===== config.mk =====
export PLATFORM = sky130hd
export DESIGN_NAME = fifo_flow_ctrl
export DESIGN_NICKNAME = d
export VERILOG_FILES = /design/src/rtl/fifo_flow_ctrl_pkg.sv /design/src/rtl/fifo_flow_ctrl_mem.sv /design/src/rtl/fifo_flow_ctrl.sv
export SDC_FILE = /design/constraint.sdc
export NUM_CORES = 1
export LEC_CHECK = 0
export CAP_MARGIN = 20
export CORE_MARGIN = 8
export CORE_UTILIZATION = 51
export DETAILED_ROUTE_END_ITERATION = 7
export GPL_TIMING_DRIVEN = 0
export PLACE_DENSITY = 0.78
export SLEW_MARGIN = 25
export SYNTH_ARGS = -nofsm -noshare
export SYNTH_HDL_FRONTEND = slang
export SYNTH_SLANG_ARGS = --single-unit

===== constraint.sdc =====
create_clock -name clk -period 2.15 [get_ports clk]
set_clock_uncertainty 0.05 [all_clocks]
set_input_delay 0.3225 -clock clk [delete_from_list [all_inputs] [get_ports clk]]
set_output_delay 0.3225 -clock clk [all_outputs]
set_load 0.01 [all_outputs]

===== src/rtl/fifo_flow_ctrl_pkg.sv =====
// Shared defaults for the per-virtual-channel flow-control FIFOs:
// storage geometry and the watermark thresholds used by the FSM.
package fifo_flow_ctrl_pkg;
  localparam int DATA_WIDTH_DEF = 10;
  localparam int ADDR_WIDTH_DEF = 3;
  localparam int TH_HIGH_DEF    = 6;
  localparam int TH_LOW_DEF     = 2;
endpackage


===== src/rtl/fifo_flow_ctrl_mem.sv =====
// Dual-port register array with a registered read port.
// The array holds no reset state; only the read register clears.
module fifo_mem
  import fifo_flow_ctrl_pkg::*;
#(
  parameter int DATA_WIDTH = DATA_WIDTH_DEF,
  parameter int ADDR_WIDTH = ADDR_WIDTH_DEF
) (
  input  logic                  clk,
  input  logic                  rst_n,
  input  logic                  wr_en,
  input  logic [ADDR_WIDTH-1:0] wr_addr,
  input  logic [DATA_WIDTH-1:0] wr_data,
  input  logic                  rd_en,
  input  logic [ADDR_WIDTH-1:0] rd_addr,
  output logic [DATA_WIDTH-1:0] rd_data
);
  localparam int DEPTH = 2 ** ADDR_WIDTH;

  logic [DATA_WIDTH-1:0] mem [0:DEPTH-1];

  always_ff @(posedge clk) begin
    if (wr_en) mem[wr_addr] <= wr_data;
  end

  // Read register holds its value when no read is accepted.
  always_ff @(posedge clk or negedge rst_n) begin
    if (!rst_n)     rd_data <= '0;
    else if (rd_en) rd_data <= mem[rd_addr];
  end
endmodule


===== src/rtl/fifo_flow_ctrl.sv =====
// Synchronous FIFO with watermark flags (pause/continue/empty/full)
// and a sticky overflow/underflow error for the flow-control FSM.
module fifo_flow_ctrl
  import fifo_flow_ctrl_pkg::*;
#(
  parameter int DATA_WIDTH = DATA_WIDTH_DEF,
  parameter int ADDR_WIDTH = ADDR_WIDTH_DEF
) (
  input  logic                  clk,
  input  logic                  reset,
  input  logic                  push,
  input  logic [DATA_WIDTH-1:0] data_in,
  input  logic                  pop,
  input  logic [ADDR_WIDTH:0]   th_high,
  input  logic [ADDR_WIDTH:0]   th_low,
  output logic [DATA_WIDTH-1:0] data_out,
  output logic                  valid_out,
  output logic [ADDR_WIDTH:0]   count,
  output logic                  fifo_empty,
  output logic                  fifo_full,
  output logic                  fifo_pause,
  output logic                  fifo_continue,
  output logic                  fifo_error
);
  localparam int CNT_W = ADDR_WIDTH + 1;
  localparam int DEPTH = 2 ** ADDR_WIDTH;

  logic [ADDR_WIDTH-1:0] wr_ptr;
  logic [ADDR_WIDTH-1:0] rd_ptr;
  logic                  pop_ok;
  logic                  push_ok;
  logic                  err_set;

  assign fifo_empty    = (count == '0);
  assign fifo_full     = (count == CNT_W'(DEPTH));
  assign fifo_pause    = (count >= th_high);
  assign fifo_continue = (count <= th_low);

  // A full FIFO still takes a push when the same edge frees a slot;
  // an empty FIFO never forwards the incoming word to the read side.
  assign pop_ok  = pop && !fifo_empty;
  assign push_ok = push && (!fifo_full || pop_ok);
  assign err_set = (push && fifo_full && !pop_ok) || (pop && fifo_empty);

  always_ff @(posedge clk or negedge reset) begin
    if (!reset) begin
      wr_ptr     <= '0;
      rd_ptr     <= '0;
      count      <= '0;
      valid_out  <= 1'b0;
      fifo_error <= 1'b0;
    end else begin
      if (push_ok) wr_ptr <= wr_ptr + ADDR_WIDTH'(1);
      if (pop_ok)  rd_ptr <= rd_ptr + ADDR_WIDTH'(1);
      case ({push_ok, pop_ok})
        2'b10:   count <= count + CNT_W'(1);
        2'b01:   count <= count - CNT_W'(1);
        default: count <= count;
      endcase
      valid_out <= pop_ok;
      if (err_set) fifo_error <= 1'b1;
    end
  end

  fifo_mem #(
    .DATA_WIDTH (DATA_WIDTH),
    .ADDR_WIDTH (ADDR_WIDTH)
  ) u_mem (
    .clk     (clk),
    .rst_n   (reset),
    .wr_en   (push_ok),
    .wr_addr (wr_ptr),
    .wr_data (data_in),
    .rd_en   (pop_ok),
    .rd_addr (rd_ptr),
    .rd_data (data_out)
  );
endmodule


After elaboration in Yosys (flattened, before gate mapping):

Memories as Yosys holds them, arrays and structs flattened. A register that Yosys moved wholly into a read port is not among the register bits.
Cells that the tools add are included.

* logic and storage cells: 31
* bits of input ports: 22
* flip-flop bits (word level): 12
* bits in writable memories: 80
* memories: 1

* multiplexer cells: 3
* equality and inequality tests: 3
* reduce and logical (&&, ||, !) cells: 13
* order comparisons: 2
* $add $sub $neg: 4

Memory list
* u_mem.mem: words 8, width 10, read ports 1, clocked after memory_dff 1, write ports 1, RTL line fifo_flow_ctrl_mem.sv:20 `logic [DATA_WIDTH-1:0] mem [0:DEPTH-1];`

Operator list (count)
* $pmux W4 S2: 1
* $add A3 B1 Y3 const B: 2
* $logic_and A1 B1 Y1: 5
* $add A4 B1 Y4 const B: 1
* $eq A4 B4 Y1 const B: 1
* $ge A4 B4 Y1: 1
* $le A4 B4 Y1: 1
* $logic_not A1 Y1: 4
* $logic_not A4 Y1: 1
* $sub A4 B1 Y4 const B: 1
* $eq A2 B1 Y1 const B: 1
* $eq A2 B2 Y1 const B: 1
* $logic_or A1 B1 Y1: 2
* $mux W1: 2
* $reduce_bool A2 Y1: 1

Logic depth before layout (Yosys ltp):

* depth after elaboration: 7
* mapped depth: 8
* depth with buffers taken out: 7

Modules after synthesis:

From an unflattened synthesis, not the netlist that was laid out.

* cells, all modules: 297
* area total of the unflattened synthesis: 4401.7 µm²

Modules (own cells, without submodules)
* fifo_mem: cells each 208, area each 3578.4 µm², times used 1
* fifo_flow_ctrl: cells each 89, area each 823.3 µm², times used 1

Least setup slack after synthesis:

OpenSTA, ideal clock, no wires.

* kind: reg-to-reg
* from: reg count[3]
* to: mem u_mem.mem[0][0] (netlist name), enable pin
* stages on the path, launching flop included: 6
* slack: -0.229 ns
* data arrival time: 1.940 ns
* setup time: 0.390 ns
* path buffers: 1
* path through: dfrtp_1 clkbuf_1 inv_1 o31a_4 or2b_1 nor3_1

* cells in the longest elaborated chain, start to end: 7

RTL lines
* start, declared: RTL line fifo_flow_ctrl.sv:18 `output logic [ADDR_WIDTH:0] count,`
* start signal, assigned: RTL line fifo_flow_ctrl.sv:56 `2'b10: count <= count + CNT_W'(1);`
* start signal, assigned: RTL line fifo_flow_ctrl.sv:57 `2'b01: count <= count - CNT_W'(1);`
* start signal, assigned: RTL line fifo_flow_ctrl.sv:58 `default: count <= count;`
* $logic_not A4 Y1: RTL line fifo_flow_ctrl.sv:34 `assign fifo_empty = (count == '0);`
* $logic_not A1 Y1: RTL line fifo_flow_ctrl.sv:41 `assign pop_ok = pop && !fifo_empty;`
* $logic_and A1 B1 Y1: RTL line fifo_flow_ctrl.sv:41
* $logic_or A1 B1 Y1 (*): RTL line fifo_flow_ctrl.sv:42 `assign push_ok = push && (!fifo_full || pop_ok);`
* $logic_and A1 B1 Y1 (*): RTL line fifo_flow_ctrl.sv:42
* $mux W1 (*): RTL line fifo_flow_ctrl_mem.sv:23 `if (wr_en) mem[wr_addr] <= wr_data;`
* $mux W1 (not written as such) (*): RTL line fifo_flow_ctrl_mem.sv:23
* end, declared: RTL line fifo_flow_ctrl_mem.sv:20

Every way passes the cells marked *; elsewhere a longest branch is shown, timed or not.

Final worst setup path:

* from: reg count[1]
* to: out fifo_pause

* cells in the longest elaborated chain, start to end: 1

RTL lines
* $ge A4 B4 Y1: RTL line fifo_flow_ctrl.sv:36 `assign fifo_pause = (count >= th_high);`
* end, declared: RTL line fifo_flow_ctrl.sv:21 `output logic fifo_pause,`

Every way passes these cells.

==> summary.txt <==
Run status
  – Status: finished, violations left
  – Failing checks: negative setup slack

Worst setup path
  – Reg2reg start: count[1]
  – Internal reg-to-reg setup slack: -60 ps
  – Worst Path Required: 1780 ps
  – Worst endpoint data arrival time: 1850 ps
  – RR Endpoint: u_mem.mem[6][2]
  – Setup CP Type: flip-flop to output pin
  – CP Launch Type: flip-flop
  – CP Launch Point: count[1]
  – R2R depth: 7
  – CP max FO: 4
  – CP endpoint kind: output pin

Logic synthesis
  – Syn avg cell area: 15.28 um2
  – Post-synth EDFFs: 80
  – Sequential fraction of the synthesis area: 0.6854
  – Cell Area, Synth: 4308 um2
  – Yosys warns: 0
  – Synth Net Count: 315
  – Post-Synthesis Cells: 282
  – Seq cells post-synth: 102
  – Cell variety after synth: 39
  – Async set-or-reset flop fraction in the synthesized netlist: 0.2157
  – Synth Flop Type: edfxtp_1

Timing
  – Final setup violation count: 42
  – Fin crit period: 2218 ps
  – Slew HR: 0.3916
  – Worst setup margin: -68.16 ps
  – Setup TNS: -1971 ps
  – Final Hold Viols: 0
  – Unrepaired setup endpoints after global routing: true
  – Hold slack final: 411.9 ps
  – Final Slew Violations: 0
  – Period utilization: 1.032
  – Slew @ Worst Pin: 909.3 ps
  – Fmax: 450.8 MHz

Die
  – Starting Density: 0.5243
  – Top Ports: 42
  – Site row count: 33
  – Core area: 8217 um2
  – Die X: 107.9 um
  – Die area: 11640 um2
  – Die Y: 107.9 um

GRT
  – First-pass GRT wire length: 14.07 mm
  – Vias in the first global route: 2658
  – Gr usage total: 0.1634
  – Global route overflow: 0
  – Largest net degree at the start of global routing: 23
  – Antenna violations before repair: 0

Power and ir drop
  – Peak supply drop: 0.0006570 V
  – Total power: 6756 uW
  – Power density over the cells: 1270 nW/um2
  – Leakage: 0.001983 uW

CTS
  – CTS tree: built
  – Clock slew at reported path FFs: 110 ps
  – Clock buffer depth: 2
  – Root buffer cell: clkbuf_8
  – Clock latency on the worst-skew pair: 370 ps
  – Num CTS Buffers: 9
  – Htree depth: 3
  – CTS Sinks: 102

Layout
  – FILL cells: 604
  – Antenna cells: 0
  – Most common cell after layout, fill and taps aside: edfxtp_1
  – Fin cells: 460
  – Area growth, synth to finish: 23.50%
  – Design area: 5320 um2
  – Share of layout cells above drive strength 1: 0.2451
  – Layout Nets: 383
  – Highest-count cells in the layout ignoring fill and taps: 80 x edfxtp_1, 36 x clkdlybuf4s50_1, 21 x mux2i_1, 21 x mux2_2, 19 x dfrtp_1

Drt
  – Initial drt markers: 187
  – Via count: 2604
  – WL/cell: 19.97 um
  – Vias per cell: 5.661
  – DR DRC count: 0
  – Routed WL: 9.188 mm
  – Antenna-violating nets left: 0
  – Drt pass-1 iters: 5

Job
  – Max-cap check violation count: 0

Placement
  – DP Area: 4855 um2
  – Final HPWL from detailed placement: 5.370 mm
  – GPL Wtd Cong: 0.7237
  – Number of cells after detailed placement: 428
  – IO buf count: 41

Min path
  – Hold Path Class: primary input to async pin
-- power breakdown --
part	total, uW	internal [uW]	switching (uW)	leakage [uW]
clock network	1130	438	697	0.0000898
registers	2820	2560	255	0.000985
logic	2800	1370	1430	0.000908
total	6760	4370	2390	0.00198
-- worst max-delay path, stage by stage (launching register included) --
cell     delay [ps]
dfrtp_2         450
buf_6           130
buf_12          120
ha_4            200
a21o_1          160
a21o_1          140
a21o_1          140
buf_2           130
-- cell usage after synthesis, types with 3 or more instances --
library cell	instances	area share
a31oi_1	3	0.0044
mux2_2	21	0.055
nand2_1	19	0.017
edfxtp_1	80	0.56
a221o_1	10	0.023
xnor2_1	5	0.010
nor2_1	9	0.0078
nor2b_1	3	0.0044
ha_1	11	0.032
o21ai_0	11	0.013
dfrtp_1	22	0.13
nor3_1	4	0.0046
buf_2	4	0.0046
o22ai_1	11	0.016
a21o_1	4	0.0070
nand2b_1	5	0.0073
mux2i_1	21	0.049
clkbuf_1	3	0.0026
inv_1	9	0.0078
-- cells by family (layout without fill, tap and decap cells) --
logic type	count (synthesis)	count (layout)	share of synthesized area
XOR/XNOR	7	7	0.01423
adder cells (fa/ha/maj)	11	11	0.03195
flip-flops	102	102	0.6854
buffers and inverters	22	92	0.02556
AO/OA/AOI/OAI	48	48	0.08104
AND/OR/NAND/NOR	49	52	0.05461
multiplexers	43	43	0.1072
-- area by class of cell --
cell class                      instances  area, um2  area share
Tap cell                              105      131.4     0.02469
Timing Repair Buffer                   55      550.5      0.1035
Multi-Input combinational cell        161       1393      0.2618
Clock inverter                          7      57.56     0.01082
Clock buffer                            9      123.9     0.02328
Buffer                                 12      73.82     0.01388
Inverter                                9      33.78    0.006350
Sequential cell                       102       2957      0.5557
-- registers in the layout, indices dropped and copies added (netlist names) --
| register | cells |
|---|---|
| wr_ptr | 3 |
| count | 4 |
| u_mem.rd_data | 10 |
| u_mem.mem | 80 |
| valid_out | 1 |
| fifo_error | 1 |
| rd_ptr | 3 |
-- layer usage --
layer  up-vias  wire, um  part of all wire  GRT usage
met5         -         0                 0          0
met4         0       147             0.016    0.07136
met3        13       700             0.076    0.04132
met2        94      4823              0.52     0.2737
met1      1278      3517              0.38     0.1955
li1       1219         -                 -          -
-- timing repair --
action / in CTS / in global routing
pin swaps: 7 / 4
gates cloned: 1 / 2
hold buffers: 1 / 0
buffers inserted: 13 / 1
hold endpoints to repair: 22 / 0
setup endpoints to repair: 84 / 76
resized for setup: 38 / 13
-- per-stage QoR --
stage | setup WS (ps) | util
final | -68.16 | 0.6475
after detailed placement | -846.3 | 0.5908
after global routing | -145.9 | 0.6475
after floorplan | 52.85 | -
after CTS | -83.61 | 0.6385
after global placement | -806.2 | 0.5914
-- how the worst max path moves through the flow --
stage | end | slack (ps) | depth (start not counted)
2_1_floorplan | u_mem.mem[6][0] | 50 | 5
3_3_place_gp | u_mem.mem[4][5] | -810 | 5
3_5_place_dp | u_mem.mem[4][5] | -850 | 5
4_1_cts | fifo_pause | -80 | 7
5_1_grt | fifo_pause | -150 | 7
6_report | fifo_pause | -70 | 7
No activity file was read; power rests on OpenSTA's default activity.
